[src/rtl/fetch_unit_if.sv]
// Fetch-unit bus: PC register link, instruction-memory handshake and decode-side queue port.
// The master modport is the fetch unit; the slave modport is its environment.
interface fetch_unit_if #(
    parameter int AW = 32
);
    logic [AW-1:0] pc_in;
    logic          pc_enable;
    logic          redirect;
    logic          imem_req;
    logic [AW-1:0] imem_addr;
    logic          imem_ack;
    logic [31:0]   imem_rdata;
    logic          inst_valid;
    logic          inst_ready;
    logic [31:0]   inst;
    logic [AW-1:0] inst_pc;

    modport master (
        input  pc_in, redirect, imem_ack, imem_rdata, inst_ready,
        output pc_enable, imem_req, imem_addr, inst_valid, inst, inst_pc
    );

    modport slave (
        output pc_in, redirect, imem_ack, imem_rdata, inst_ready,
        input  pc_enable, imem_req, imem_addr, inst_valid, inst, inst_pc
    );
endinterface

[src/rtl/fetch_unit.sv]
// Instruction fetch: one outstanding word fetch at a time, results queued with their PC
// in a first-word fall-through FIFO; redirect flushes the queue and squashes the fetch.
module fetch_unit #(
    parameter int DEPTH = 4,
    parameter int AW    = 32
) (
    input  logic         clk,
    input  logic         rst,
    fetch_unit_if.master bus
);
    localparam int             CW      = $clog2(DEPTH);
    localparam logic [CW:0]    L_DEPTH = (CW+1)'(DEPTH);
    localparam logic [CW:0]    L_ONE   = (CW+1)'(1);
    localparam logic [CW-1:0]  L_INC   = CW'(1);

    typedef enum logic [1:0] {
        S_IDLE,
        S_WAIT,
        S_DROP
    } state_t;

    state_t        r_state;
    state_t        w_state_nxt;
    logic [CW:0]   r_count;
    logic [CW-1:0] r_rd_ptr;
    logic [CW-1:0] r_wr_ptr;
    logic [AW-1:0] r_req_pc;
    logic [31:0]   r_mem_inst [DEPTH];
    logic [AW-1:0] r_mem_pc   [DEPTH];

    logic w_issue;
    logic w_push;
    logic w_pop;
    logic w_valid;

    // NOTE: every signal written here gets a default first, so no path can infer a latch.
    // Issue is qualified by rst so request and PC enable stay low while reset is held.
    always_comb begin
        w_issue     = 1'b0;
        w_push      = 1'b0;
        w_state_nxt = r_state;
        unique case (r_state)
            S_IDLE: begin
                if (rst && !bus.redirect && (r_count < L_DEPTH)) begin
                    w_issue     = 1'b1;
                    w_state_nxt = S_WAIT;
                end
            end
            S_WAIT: begin
                if (bus.redirect) begin
                    w_state_nxt = bus.imem_ack ? S_IDLE : S_DROP;
                end else if (bus.imem_ack) begin
                    w_push      = 1'b1;
                    w_state_nxt = S_IDLE;
                end
            end
            S_DROP: begin
                if (bus.imem_ack) begin
                    w_state_nxt = S_IDLE;
                end
            end
            default: w_state_nxt = S_IDLE;
        endcase
    end

    assign w_valid = (r_count != '0);
    assign w_pop   = w_valid && bus.inst_ready && !bus.redirect;

    // NOTE: state uses non-blocking assignments so every register samples pre-edge values.
    always_ff @(posedge clk or negedge rst) begin
        if (!rst) begin
            r_state  <= S_IDLE;
            r_count  <= '0;
            r_rd_ptr <= '0;
            r_wr_ptr <= '0;
            r_req_pc <= '0;
        end else begin
            r_state <= w_state_nxt;
            if (w_issue) begin
                r_req_pc <= bus.pc_in;
            end
            if (bus.redirect) begin
                r_count  <= '0;
                r_rd_ptr <= '0;
                r_wr_ptr <= '0;
            end else begin
                if (w_push) begin
                    r_wr_ptr <= r_wr_ptr + L_INC;
                end
                if (w_pop) begin
                    r_rd_ptr <= r_rd_ptr + L_INC;
                end
                unique case ({w_push, w_pop})
                    2'b10:   r_count <= r_count + L_ONE;
                    2'b01:   r_count <= r_count - L_ONE;
                    default: r_count <= r_count;
                endcase
            end
        end
    end

    // NOTE: queue storage has no reset; the count guards it and outputs are masked when empty.
    always_ff @(posedge clk) begin
        if (w_push) begin
            r_mem_inst[r_wr_ptr] <= bus.imem_rdata;
            r_mem_pc[r_wr_ptr]   <= r_req_pc;
        end
    end

    assign bus.imem_req   = w_issue;
    assign bus.imem_addr  = bus.pc_in;
    assign bus.pc_enable  = rst && (w_issue || bus.redirect);
    assign bus.inst_valid = w_valid;
    assign bus.inst       = w_valid ? r_mem_inst[r_rd_ptr] : '0;
    assign bus.inst_pc    = w_valid ? r_mem_pc[r_rd_ptr]   : '0;
endmodule

[src/flat_wrapper.sv]
// flat-port wrapper written by rule: the top's interface ports become plain ports
module fetch_unit_flat 
#(
    parameter int DEPTH = 4,
    parameter int AW    = 32
)
  (clk, rst, bus_pc_in, bus_redirect, bus_imem_ack, bus_imem_rdata, bus_inst_ready, bus_pc_enable, bus_imem_req, bus_imem_addr, bus_inst_valid, bus_inst, bus_inst_pc);
  fetch_unit_if #(.AW(AW)) bus_i ();
  input  logic clk;
  input  logic rst;
  input wire logic [$bits(bus_i.pc_in)-1:0] bus_pc_in;
  input wire logic [$bits(bus_i.redirect)-1:0] bus_redirect;
  input wire logic [$bits(bus_i.imem_ack)-1:0] bus_imem_ack;
  input wire logic [$bits(bus_i.imem_rdata)-1:0] bus_imem_rdata;
  input wire logic [$bits(bus_i.inst_ready)-1:0] bus_inst_ready;
  output wire logic [$bits(bus_i.pc_enable)-1:0] bus_pc_enable;
  output wire logic [$bits(bus_i.imem_req)-1:0] bus_imem_req;
  output wire logic [$bits(bus_i.imem_addr)-1:0] bus_imem_addr;
  output wire logic [$bits(bus_i.inst_valid)-1:0] bus_inst_valid;
  output wire logic [$bits(bus_i.inst)-1:0] bus_inst;
  output wire logic [$bits(bus_i.inst_pc)-1:0] bus_inst_pc;
  assign bus_i.pc_in = bus_pc_in;
  assign bus_i.redirect = bus_redirect;
  assign bus_i.imem_ack = bus_imem_ack;
  assign bus_i.imem_rdata = bus_imem_rdata;
  assign bus_i.inst_ready = bus_inst_ready;
  assign bus_pc_enable = bus_i.pc_enable;
  assign bus_imem_req = bus_i.imem_req;
  assign bus_imem_addr = bus_i.imem_addr;
  assign bus_inst_valid = bus_i.inst_valid;
  assign bus_inst = bus_i.inst;
  assign bus_inst_pc = bus_i.inst_pc;
  fetch_unit #(.DEPTH(DEPTH), .AW(AW)) u_core (.clk(clk), .rst(rst), .bus(bus_i));
endmodule
[config.mk]
export PLATFORM = sky130hd
export DESIGN_NAME = fetch_unit_flat
export DESIGN_NICKNAME = d
export VERILOG_FILES = /design/src/rtl/fetch_unit_if.sv /design/src/rtl/fetch_unit.sv /design/src/flat_wrapper.sv
export SDC_FILE = /design/constraint.sdc
export NUM_CORES = 1
export LEC_CHECK = 0
export BUFFER_PORTS_ARGS = -buffer_cell sky130_fd_sc_hd__buf_2
export CAP_MARGIN = 20
export CORE_ASPECT_RATIO = 0.5
export CORE_MARGIN = 2
export CORE_UTILIZATION = 35
export DETAILED_ROUTE_END_ITERATION = 10
export PLACE_DENSITY_LB_ADDON = 0.15
export RECOVER_POWER = 25
export SETUP_SLACK_MARGIN = 0.15
export SYNTH_ARGS = -nofsm -noshare
export SYNTH_HDL_FRONTEND = slang
export SYNTH_SLANG_ARGS = --single-unit
[constraint.sdc]
create_clock -name clk -period 3.5 [get_ports clk]
set_clock_uncertainty 0.1 [all_clocks]
set_input_delay 0.35 -clock clk [delete_from_list [all_inputs] [get_ports clk]]
set_output_delay 0.35 -clock clk [all_outputs]
set_load 0.1 [all_outputs]
---- After elaboration in Yosys (flattened, before gate mapping) ----
Memories as Yosys holds them, arrays and structs flattened.
Cells that the tools add are included.
word-level totals
  bits in registers ....................... 41
  bits in writable memories ............... 256
  input bits .............................. 69
  output and inout port bits .............. 99
  logic and storage cells ................. 49
  memories kept ........................... 2
operators by class
  add/subtract/negate cells ............... 4
  $lt $le $gt $ge ......................... 1
  eq/ne operators ......................... 5
  multiplexer cells ....................... 20
  reduce and logical (&&, ||, !) cells .... 12
memories
  memory             depth  bits a word  rd ports  clocked after memory_dff  write ports  line              RTL
  u_core.r_mem_inst  4      32           1         0                         1            fetch_unit.sv:28  logic [31:0] r_mem_inst [DEPTH];
  u_core.r_mem_pc    4      32           1         0                         1            fetch_unit.sv:29  logic [AW-1:0] r_mem_pc [DEPTH];
operator list
  operator                                                                  number
  32-bit two-way mux                                                        2
  2-bit two-way mux                                                         8
  1-bit two-way mux                                                         7
  2-bit one-hot mux with 3 select lines                                     1
  3-bit one-hot mux with 2 select lines                                     1
  3-bit nonzero test                                                        2
  1-bit logical AND                                                         5
  2-bit by 1-bit adder with 2-bit output (second input constant)            2
  2-bit by 1-bit == test with 1-bit output (second input constant)          2
  2-bit == test (second input constant)                                     2
  2-bit nonzero test                                                        2
  3-bit by 1-bit adder with 3-bit output (second input constant)            1
  3-bit less-than comparator (second input constant)                        1
  3-bit two-way mux                                                         1
  3-bit by 1-bit subtractor with 3-bit output (second input constant)       1
  2-bit zero test                                                           1
  2-bit by 1-bit inequality test with 1-bit output (second input constant)  1
  1-bit zero test                                                           1
  1-bit logical OR                                                          1

---- Longest topological paths before layout ----
  depth in word-level cells ............... 7
  gate-level depth with buffers ........... 7
  depth with buffers taken out ............ 6

---- Worst setup path before layout ----
OpenSTA, ideal clock, no wires.
  kind .................................... reg-to-output
  start ................................... register u_core.r_count[2]
  end ..................................... output bus_inst[22]
  arrival ................................. 2,433 ps
  data required time ...................... 3,050 ps
  path slack .............................. 617 ps
  cell stages (with the launch flop) ...... 4
  buffers on the path ..................... 1
  cell sequence ........................... dfrtp_1 or3_1 clkbuf_1 and2_1
between the ends
  word-level cells in the longest chain between the ends .. 2
ends and longest elaborated chain
  element                 line                RTL
  from (decl)             fetch_unit.sv:24    logic [CW:0] r_count;
  from (signal assigned)  fetch_unit.sv:94    2'b10: r_count <= r_count + L_ONE;
  from (signal assigned)  fetch_unit.sv:95    2'b01: r_count <= r_count - L_ONE;
  from (signal assigned)  fetch_unit.sv:96    default: r_count <= r_count;
  3-bit nonzero test      fetch_unit.sv:66    assign w_valid = (r_count != '0);
  net bus_inst_valid      flat_wrapper.sv:19  output wire logic [$bits(bus_i.inst_valid)-1:0] bus_inst_valid;
  32-bit two-way mux      fetch_unit.sv:114   assign bus.inst = w_valid ? r_mem_inst[r_rd_ptr] : '0;
  to (decl)               flat_wrapper.sv:20  output wire logic [$bits(bus_i.inst)-1:0] bus_inst;
The timed path passes the listed nets, and every way through them passes these cells.

---- Worst setup path in the final report ----
  start ................................... register u_core.r_count[2]
  end ..................................... output bus_inst[10]
between the ends
  word-level cells in the longest chain between the ends .. 2
ends and longest elaborated chain
  element             line
  3-bit nonzero test  fetch_unit.sv:66
  32-bit two-way mux  fetch_unit.sv:114
No other way between the ends.

==> flow_summary.json <==
{
  "htreeDepth": 1,
  "worstSetupEndpointType": "primary output",
  "grt-ovfl-total": 0,
  "total_power_uw": 10400,
  "place_ws_ns": 0.868,
  "grtUsageMet1_pct": 18.4,
  "cp_max_fo": 35,
  "use_met2_pct": 24.4,
  "ant_nets": 0,
  "place_congestion": 0.675,
  "setup_violations": 0,
  "final_nets": 867,
  "grtUsageMet3_pct": 2.63,
  "path_clk_slew_ns": 0.07,
  "hold_viol": 0,
  "syn_avg_cell_area_um2": 20.7,
  "drive_above_1_share_pct": 38.6,
  "crit_family": "simple AND/OR/NAND/NOR gates",
  "grt_usage_pct": 14.0,
  "cts_sinks": 297,
  "start_util_pct": 35.7,
  "drtPass1Iterations": 4,
  "tns_ns": 0,
  "synth_edf_count": 256,
  "area_growth_pct": 24.1,
  "wl_per_cell_um": 19.4,
  "rows": 47,
  "routed_via_density": 4.63,
  "tightest_slew_ns": 0.667,
  "rsz0062_at_grt": "no",
  "ctsResizeCount": 0,
  "critical_path_class": "reg -> out",
  "grt_busiest_layer": "met2",
  "ios": 168,
  "chipWidth_um": 264,
  "worst_path_largest_cell_delay_ns": 0.81,
  "drc": 0,
  "root_buffer": "clkbuf_16",
  "async_reset_ff_share_pct": 13.8,
  "arrival_ns": 2.68,
  "cap_viol_max_count": 0,
  "slowest_stage": "or3_2",
  "cts_made_buffers": 29,
  "design.die.area_um2": 35400,
  "cts_buffer_depth": 3,
  "vias": 5823,
  "synth_top_flop_cell": "edfxtp_1",
  "diodes": 0,
  "synthCells": 571,
  "antenna_found_initial": 1,
  "finalCriticalPeriod_ns": 3.13,
  "fmax_mhz": 319,
  "hpwl_mm": 14.5,
  "slew_headroom_pct": 54.9,
  "critPathRequiredTime_ns": 3.05,
  "core_um2": 33200,
  "cp-start-kind": "flip-flop",
  "crit_chain": "or3_2, buf_12, buf_4, and2_1, buf_2",
  "yosysUniqueCellTypes": 36,
  "cts_tree": "yes",
  "final_max_slew_viol_count": 0,
  "fin_crit_sh_pct": 89.5,
  "powerDensity_nw_per_um2": 704,
  "clkLatencyLatePin_ns": 0.55,
  "ys_warn_count": 0,
  "ys_seq_area_share_pct": 73.6,
  "synth_area_um2": 11800,
  "totalWireLength_mm": 24.4,
  "fin_ws_ns": 0.367,
  "synth_nets": 645,
  "vdd_drop_max_v": 0.000267,
  "drtIter0Drc": 242,
  "grt_pass1_vias": 6398,
  "p_leak_uw": 0.00525,
  "synth_seq_cells": 297,
  "postLayoutCoreUtil_pct": 44.3,
  "die_y_um": 134,
  "grt_pass1_wl_mm": 37.7,
  "status": "finished, final reports clean",
  "fillCellCount": 2952,
  "io_buffer_count": 167,
  "crit_buf_inv": 3,
  "hp-class": "in -> reg",
  "grt_max_degree": 46
}
[cells in the mapped netlist, drive strengths merged (4+ instances only)]
| library cell | number | area share [%] |
|---|---|---|
| mux2 | 32 | 3.9 |
| clkbuf | 10 | 0.32 |
| nor3 | 4 | 0.17 |
| and2 | 69 | 3.6 |
| edfxtp | 256 | 65 |
| nor2 | 4 | 0.13 |
| ha | 4 | 0.42 |
| buf | 50 | 3.5 |
| mux4 | 64 | 12 |
| nand2 | 5 | 0.16 |
| dfrtp | 41 | 8.7 |
[area by class of cell]
cell class              count  area, µm²  area share (%)
multi-input cells         211       2680            18.2
inverters                   3       11.3          0.0766
well taps                 441        552            3.75
repair buffers            251       1710            11.6
clock inverters            19        273            1.86
clock buffers              35        758            5.16
flip-flops and latches    297       8720            59.3
[sequential cells by signal, summed over array words and instances, names as in the netlist]
name	cells
u_core.r_mem_inst	128
u_core.r_mem_pc	128
u_core.r_req_pc	32
u_core.r_count	3
u_core.r_rd_ptr	2
u_core.r_state	2
u_core.r_wr_ptr	2
[layout by cell type, fill, tap and decap left out, types with 5 or more instances in the layout]
master and n:
edfxtp_1 256, buf_2 147, dlygate4sd3_1 66, mux4_2 64, and2_1 64, dfrtp_1 39, clkbuf_16 29, mux2_4 28
clkbuf_1 25, buf_4 10, buf_12 8, bufinv_16 7, nand2_1 5, clkinv_1 5
[per-layer routing]
layer | up-vias | routed length [µm]
met2 | 81 | 12500
met3 | 34 | 780
met1 | 3048 | 10800
met5 | - | 0
li1 | 2660 | -
met4 | 0 | 403
[report_power, final]
| group | switching (µW) | internal, µW | total [µW] |
|---|---|---|---|
| registers | 225 | 4180 | 4400 |
| clock network | 1320 | 2060 | 3380 |
| logic | 1860 | 713 | 2570 |
[final timing paths]
check                                          startpoint                         endpoint  slack (ns)  depth (start not counted)
setup / recovery            u_core.r_count[2]$_DFFE_PN0P_                     bus_inst[10]        0.37                          5
hold reg to reg            u_core.r_req_pc[9]$_DFFE_PN0P_  u_core.r_mem_pc[3][9]$_DFFE_PP_        0.42                          0
max in group asynchronous                             rst   u_core.r_rd_ptr[1]$_DFFE_PN0P_        2.41                          3
setup reg to reg            u_core.r_count[2]$_DFFE_PN0P_   u_core.r_req_pc[4]$_DFFE_PN0P_        0.99                          4
hold / removal                               bus_redirect   u_core.r_rd_ptr[0]$_DFFE_PN0P_        0.04                          2
min in group asynchronous                             rst  u_core.r_req_pc[20]$_DFFE_PN0P_        0.41                          3
[kinds of logic (layout without fill, tap and decap cells)]
kind of cell | Yosys count | after routing | synth area share [%]
flops | 297 | 297 | 73.6
mux | 96 | 96 | 16.1
simple gates | 96 | 96 | 4.99
buf+inv | 63 | 308 | 3.90
compound gates | 11 | 11 | 0.613
fa+ha+maj | 5 | 5 | 0.592
xor+xnor | 3 | 3 | 0.222
[what timing repair did]
| action | in CTS | in global routing |
|---|---|---|
| hold buffers | 66 | 0 |
| buffers inserted | 0 | 0 |
| hold endpoints to repair | 202 | 0 |
[worst reg2reg max path, stage by stage (launching register included)]
cell	delay, ns
dfrtp_1	0.45
nor4_2	0.51
and2_2	0.57
buf_4	0.40
mux2_2	0.38
[stage by stage]
stage / hold WS, ns / std cells / area, µm²
finish: 0.0447 / 1257 / 14700
global route: 0.0339 / 1257 / 14700
CTS: 0.0205 / 1257 / 14700
detailed placement: 0.408 / 1137 / 13000
global placement: 0.394 / 1136 / 13000
floorplan: -0.0456 / 571 / 11800
Note: power is estimated with default switching activity, not from simulation.
